### src/rtl/sd2_pkg.sv
// Shared types for the SD2 second-order sigma-delta modulator.
package sd2_pkg;

    typedef enum logic {
        BS_NEG = 1'b0,
        BS_POS = 1'b1
    } bs_level_e;

endpackage

### src/rtl/sd2_sat_add.sv
// Signed W-bit three-operand adder (a + b - c) that clamps to the W-bit range.
module sd2_sat_add #(
    parameter int W = 20
) (
    input  logic signed [W-1:0] a_i,
    input  logic signed [W-1:0] b_i,
    input  logic signed [W:0]   c_i,
    output logic signed [W-1:0] sum_o
);

    localparam logic signed [W+1:0] MAX_V = {3'b000, {(W-1){1'b1}}};
    localparam logic signed [W+1:0] MIN_V = {3'b111, {(W-1){1'b0}}};

    logic signed [W+1:0] sumWide;

    // Two guard bits are enough to hold any a + b - c without wrapping.
    assign sumWide = {{2{a_i[W-1]}}, a_i} + {{2{b_i[W-1]}}, b_i} - {c_i[W], c_i};

    always_comb begin
        sum_o = sumWide[W-1:0];
        if (sumWide > MAX_V) begin
            sum_o = MAX_V[W-1:0];
        end else if (sumWide < MIN_V) begin
            sum_o = MIN_V[W-1:0];
        end
    end

endmodule

### src/rtl/sd2.sv
// Second-order CIFB sigma-delta modulator: two saturating integrators and a
// 1-bit quantizer taken from the registered second integrator.
module sd2
    import sd2_pkg::*;
#(
    parameter int BW = 16
) (
    input  logic                 clk,
    input  logic                 rst_n,
    input  logic signed [BW-1:0] sd_in,
    output logic                 bs_out
);

    localparam int W = BW + 4;
    localparam logic signed [W:0] FB_POS = {{(W+1-BW){1'b0}}, 1'b1, {(BW-1){1'b0}}};
    localparam logic signed [W:0] FB_NEG = {{(W+1-BW){1'b1}}, 1'b1, {(BW-1){1'b0}}};

    logic signed [W-1:0] int1_q;
    logic signed [W-1:0] int1_d;
    logic signed [W-1:0] int2_q;
    logic signed [W-1:0] int2_d;
    logic signed [W-1:0] sdExt;
    logic signed [W:0]   fb;
    bs_level_e           level;

    // Quantizer looks only at registered state, so sd_in never reaches bs_out combinationally.
    assign level  = int2_q[W-1] ? BS_NEG : BS_POS;
    assign bs_out = (level == BS_POS);
    assign fb     = (level == BS_POS) ? FB_POS : FB_NEG;
    assign sdExt  = {{(W-BW){sd_in[BW-1]}}, sd_in};

    sd2_sat_add #(.W(W)) u_add1 (
        .a_i   (int1_q),
        .b_i   (sdExt),
        .c_i   (fb),
        .sum_o (int1_d)
    );

    sd2_sat_add #(.W(W)) u_add2 (
        .a_i   (int2_q),
        .b_i   (int1_q),
        .c_i   (fb),
        .sum_o (int2_d)
    );

    always_ff @(posedge clk or negedge rst_n) begin
        if (!rst_n) begin
            int1_q <= '0;
            int2_q <= '0;
        end else begin
            int1_q <= int1_d;
            int2_q <= int2_d;
        end
    end

endmodule

### config.mk
export PLATFORM = sky130hd
export DESIGN_NAME = sd2
export DESIGN_NICKNAME = d
export VERILOG_FILES = /design/src/rtl/sd2_pkg.sv /design/src/rtl/sd2_sat_add.sv /design/src/rtl/sd2.sv
export SDC_FILE = /design/constraint.sdc
export NUM_CORES = 1
export LEC_CHECK = 0
export CAP_MARGIN = 20
export CORE_UTILIZATION = 58
export CTS_CLUSTER_DIAMETER = 50
export CTS_CLUSTER_SIZE = 8
export DETAILED_ROUTE_END_ITERATION = 7
export DONT_BUFFER_PORTS = 1
export HOLD_SLACK_MARGIN = 0.05
export PLACE_DENSITY_LB_ADDON = 0.08
export SLEW_MARGIN = 20
export SYNTH_ARGS = -nofsm -noshare
export SYNTH_HDL_FRONTEND = slang
export SYNTH_SLANG_ARGS = --single-unit
### constraint.sdc
create_clock -name clk -period 6.85 [get_ports clk]
set_clock_uncertainty 0.1 [all_clocks]
set_input_delay 0.685 -clock clk [delete_from_list [all_inputs] [get_ports clk]]
set_output_delay 0.685 -clock clk [all_outputs]
set_load 0.02 [all_outputs]
# Yosys cells after proc, flatten, opt, wreduce, memory -nomap -nowiden
# Cells that the tools add are included.
dict set report classes {
  addsub 4
  n_lt_le_gt_ge 4
  n_mux 6
}
# operator count
set op_table {}
lappend op_table {{$mux 20} 4}
lappend op_table {{$gt 22x20->1 const B} 2}
lappend op_table {{$lt 22x20->1 const B} 2}
lappend op_table {{$sub 22x22->22} 2}
lappend op_table {{$add 20x16->21} 1}
lappend op_table {{$add 20x20->21} 1}
lappend op_table {{$mux 21} 1}
lappend op_table {{$mux 1} 1}
dict set report word_totals {
  reg_bits 40
  inputBits 18
  out_inout_bits 1
  wordCells 16
}

# Longest topological paths before layout
dict set report depth {
  depth_word 5
  depth_mapped 23
  ltp_nobuf 22
}

# Cells and area by module
# From an unflattened synthesis, not the netlist that was laid out.
dict set report hier_totals {
  cells_unflattened 650
  area_unflattened_um2 5266.3
}
# module n_inst cells_each area_each_um2 seq_area_each_um2
set modules_own_cells {}
lappend modules_own_cells {{sd2_sat_add at u_add2} 1 298 2142.1 0.0}
lappend modules_own_cells {{sd2_sat_add at u_add1} 1 309 2112.0 0.0}
lappend modules_own_cells {sd2 1 43 1012.2 1001.0}

# Least setup slack after synthesis
# Ideal clock, no wire load.
dict set report synth_timing {
  path_kind {flip-flop to flip-flop}
  from {reg int1_q[0]}
  to {reg int2_q[9]}
  setup_time_ps 141
  t_arrival_ps 4494
  required_ps 6609
  path_slack_ps 2114
  path_stages_with_launch 22
  path_buffers 1
  period_less_slack_ps 4736
  path_cell_list {dfrtp_1 > ha_1 > inv_1 > fa_1 > nor2b_1 > o21ai_0 > a21oi_1 > o21a_1 > o2111ai_1 > a211oi_1 > nor3_1 > nor2_1 > xnor2_1 > fa_1 > nor2b_1 > o21ai_0 > nand2b_1 > and2_1 > nor2_1 > nor2_1 > clkbuf_1 > o31ai_1}
}
dict set report synth_between {
  elab_chain_len 5
  word_cells_on_any_way 6
  classes_between {add/sub: 2; order compare: 2; mux: 2}
}
# item line
set synth_lines {}
lappend synth_lines {{start, declared} sd2.sv:18} ;# logic signed [W-1:0] int1_q;
lappend synth_lines {{start signal, assigned} sd2.sv:51} ;# int1_q <= int1_d;
lappend synth_lines {{$add 20x20->21 (*)} sd2_sat_add.sv:17} ;# assign sumWide = {{2{a_i[W-1]}}, a_i} + {{2{b_i[W-1]}}, b_i} - {c_i[W], c_i};
lappend synth_lines {{$sub 22x22->22 (*)} sd2_sat_add.sv:17}
lappend synth_lines {{$lt 22x20->1} sd2_sat_add.sv:23} ;# end else if (sumWide < MIN_V) begin
lappend synth_lines {{$mux 20} sd2_sat_add.sv:23}
lappend synth_lines {{$mux 20 (*)} sd2_sat_add.sv:21} ;# if (sumWide > MAX_V) begin
lappend synth_lines {{named net int2_d[9]} sd2.sv:21} ;# logic signed [W-1:0] int2_d;
lappend synth_lines {{end signal, assigned} sd2.sv:52} ;# int2_q <= int2_d;
lappend synth_lines {{end, declared} sd2.sv:20} ;# logic signed [W-1:0] int2_q;
# The timed path passes the listed nets; every way through them passes the cells marked *.

# Final worst setup path
dict set report layout_timing {
  from {reg int1_q[0]}
  to {reg int2_q[17]}
}
# The elaborated chain is that of the path after synthesis.

==> impl_metrics.ini <==
[routing]
vias_per_cell = 6.178
dr.pass1.iters = 5
vias = 3305
routedWlPerCell_um = 16.17
drt_iter0_markers = 147
drc = 0
drt-total-wl_mm = 8.649
ant_nets = 0

[layout]
antenna_cells = 0
drive_above_1_share_pct = 6.987
synthToLayoutAreaGrowth_pct = 3.210
finalNonFillerCells = 535
final_util_pct = 63.45
nNetsFinal = 530

[cts]
cts.clk_slew.worst_paths_ps = 80
cts-root-buf = clkbuf_8
cts_made_buffers = 5
postCtsSetupRepairBufs = 0
htreeDepth = 2
clkSinkCount = 40
cts_tree = done
clockBufferDepth = 2
clock_latency_ps = 300

[logic_synthesis]
synth_edf_count = 0
synth_cell_types = 65
yosysWarnings = 0
synth_largest_area_cell = dfrtp_1
synth_cells = 459
synth_seq_area_share_pct = 24.93
synth_area_mm2 = 0.004015
synthFlopType = dfrtp_1
synth.avg_cell_area_um2 = 8.747
async_reset_ff_share_pct = 100.0
syn_nets = 531
ys_ff_latch = 40
synth_top_area_share_pct = 24.93
synth_area_leaders = dfrtp_1 (25%), ha_1 (16%), o21ai_0 (4.9%)

[critical_path]
worstPathRequired_ps = 6900
cp-end-kind = flip-flop
critical_path.max_fanout = 18
crit_type = flip-flop to flip-flop
worst_ep_arrival_time_ps = 5260
rrSetupSlack_ps = 1640
startpoint_type = flip-flop

[timing]
worst_pin_slew_ps = 984.8
rsz0062_at_grt = false
setup_ws_ps = 1641
finalMaxSlewViolations = 0
max_freq_ghz = 0.1920
fin_setup_tns_ps = 0
fin_crit_sh_pct = 76.04
setup_viol = 0
hold_viol = 0
slew_headroom_pct = 34.35
finalCriticalPeriod_ps = 5209

[min_path]
hold_class = input pin to async pin

[global_routing]
gr-usage-all-layers_pct = 25.87
antenna_found_initial = 0
grt_pass1_wl_mm = 14.95
grt_max_degree = 41
grt_pass1_vias = 3203
gr-total-overflow = 0

[place]
place_inst = 527
post-place-ws_ps = 1490
port-buffer-count = 0
gp_congestion = 0.8359
post-dp-hpwl_mm = 6.615

[die]
dieArea_mm2 = 0.007259
die_x_um = 85.20
io_pins = 19
rows = 29
die_height_um = 85.20
coreArea_mm2 = 0.006531
initial_utilization_pct = 61.48

[job]
max_cap_violations = 0

[status]
status = finished clean
[metrics by stage]
step           cell area, µm²  hold WS [ps]
3_5_place_dp             4046         290.2
2_1_floorplan            4015         289.4
4_1_cts                  4144         131.9
5_1_grt                  4144         127.6
6_report                 4144         122.5
3_3_place_gp             4046         290.1
[logic make-up (layout without fill, tap and decap cells)]
kind of cell | after synthesis | after routing | synth area share, %
buffers and inverters | 36 | 35 | 4.238
DFF | 40 | 40 | 24.93
xor gates and xnor gates | 27 | 27 | 5.890
adders and majority gates | 54 | 54 | 17.58
AOI/OAI and AO/OA | 150 | 150 | 27.11
and+or+nand+nor | 147 | 147 | 19.01
muxes | 5 | 5 | 1.247
[placed cells by master (no fill, tap or decap), types with 2 or more instances in the layout]
cell type	instances
a211oi_1	5
a21o_1	11
a21oi_1	31
a221oi_1	2
a31oi_1	3
and2_1	4
and3_1	12
clkbuf_8	5
dfrtp_1	40
fa_1	4
ha_1	50
inv_1	26
mux2i_1	5
nand2_1	27
nand2b_1	9
nand3_1	10
nand3b_1	3
nand4_1	2
nor2_1	33
nor2b_1	9
nor3_1	16
nor3b_1	2
nor4_1	3
o2111ai_1	2
o211a_1	3
o21a_1	6
o21ai_0	39
o21ai_1	5
o21bai_1	2
o221ai_1	2
o31a_1	2
o31ai_1	11
o31ai_2	7
o41ai_2	4
or2_2	4
or3_1	6
xnor2_1	12
xor2_1	15
[worst paths after layout]
kind	from	to	depth (start not counted)
max	int1_q[0]	int2_q[17]	22
min	rst_n	int1_q[4]	1
max reg2reg	int1_q[0]	int2_q[17]	22
min reg2reg	int2_q[0]	int2_q[0]	3
max in group asynchronous	rst_n	int2_q[18]	1
min in group clk	int2_q[0]	int2_q[0]	3
[Yosys cell counts, types with 2 or more instances]
| master | instances |
|---|---|
| a211oi_1 | 5 |
| a21o_1 | 11 |
| a21oi_1 | 31 |
| a221oi_1 | 2 |
| a31oi_1 | 3 |
| and2_1 | 4 |
| and3_1 | 12 |
| buf_2 | 3 |
| buf_4 | 2 |
| clkbuf_1 | 2 |
| dfrtp_1 | 40 |
| fa_1 | 4 |
| ha_1 | 50 |
| inv_1 | 26 |
| mux2i_1 | 5 |
| nand2_1 | 27 |
| nand2b_1 | 9 |
| nand3_1 | 10 |
| nand3b_1 | 3 |
| nand4_1 | 2 |
| nor2_1 | 33 |
| nor2b_1 | 9 |
| nor3_1 | 16 |
| nor3b_1 | 2 |
| nor4_1 | 3 |
| o2111ai_1 | 2 |
| o211a_1 | 3 |
| o21a_1 | 6 |
| o21ai_0 | 39 |
| o21ai_1 | 5 |
| o21bai_1 | 2 |
| o221ai_1 | 2 |
| o31a_1 | 2 |
| o31ai_1 | 11 |
| o31ai_2 | 7 |
| o41ai_2 | 4 |
| or2_2 | 4 |
| or3_1 | 6 |
| xnor2_1 | 12 |
| xor2_1 | 15 |
[critical path: stages (launching register included)]
cell	delay, ps
dfrtp_1	380
ha_1	200
inv_1	60
fa_1	370
nor2b_1	190
o21ai_0	130
a21oi_1	250
o21a_1	170
o2111ai_1	150
a211oi_1	410
nor3_1	190
nor2_1	240
xnor2_1	120
fa_1	410
nor2b_1	180
o21ai_0	100
nand2b_1	150
and2_1	220
nor2_1	90
o21ai_0	70
o221ai_1	200
nor2_4	500
o41ai_2	160
[repair_timing]
action / in CTS / in global routing
hold buffers: 1 / 0
resized for setup: 0 / 0
hold endpoints to repair: 40 / 0
[metal layers]
| metal | up-vias | global-route usage, % | routed length [µm] |
|---|---|---|---|
| met3 | 5 | 3.891 | 257 |
| met5 | - | 0 | 0 |
| met1 | 1543 | 34.87 | 4175 |
| met2 | 58 | 44.72 | 4171 |
| li1 | 1699 | - | - |
| met4 | 0 | 4.160 | 45 |
[area by class of cell]
cell class	count	area (µm²)
multi-input cells	383	2844
clock inverters	1	5.005
repair buffers	2	27.53
well taps	77	96.34
inverters	26	97.59
clock buffers	6	72.57
flip-flops and latches	40	1001
fillers	589	2387
[registers in the layout, indices dropped and copies added (netlist names)]
name,flops
int1_q,20
int2_q,20
Power is not shown: default switching activity piles up to over one toggle a cycle in this logic, so the estimate is an artifact.
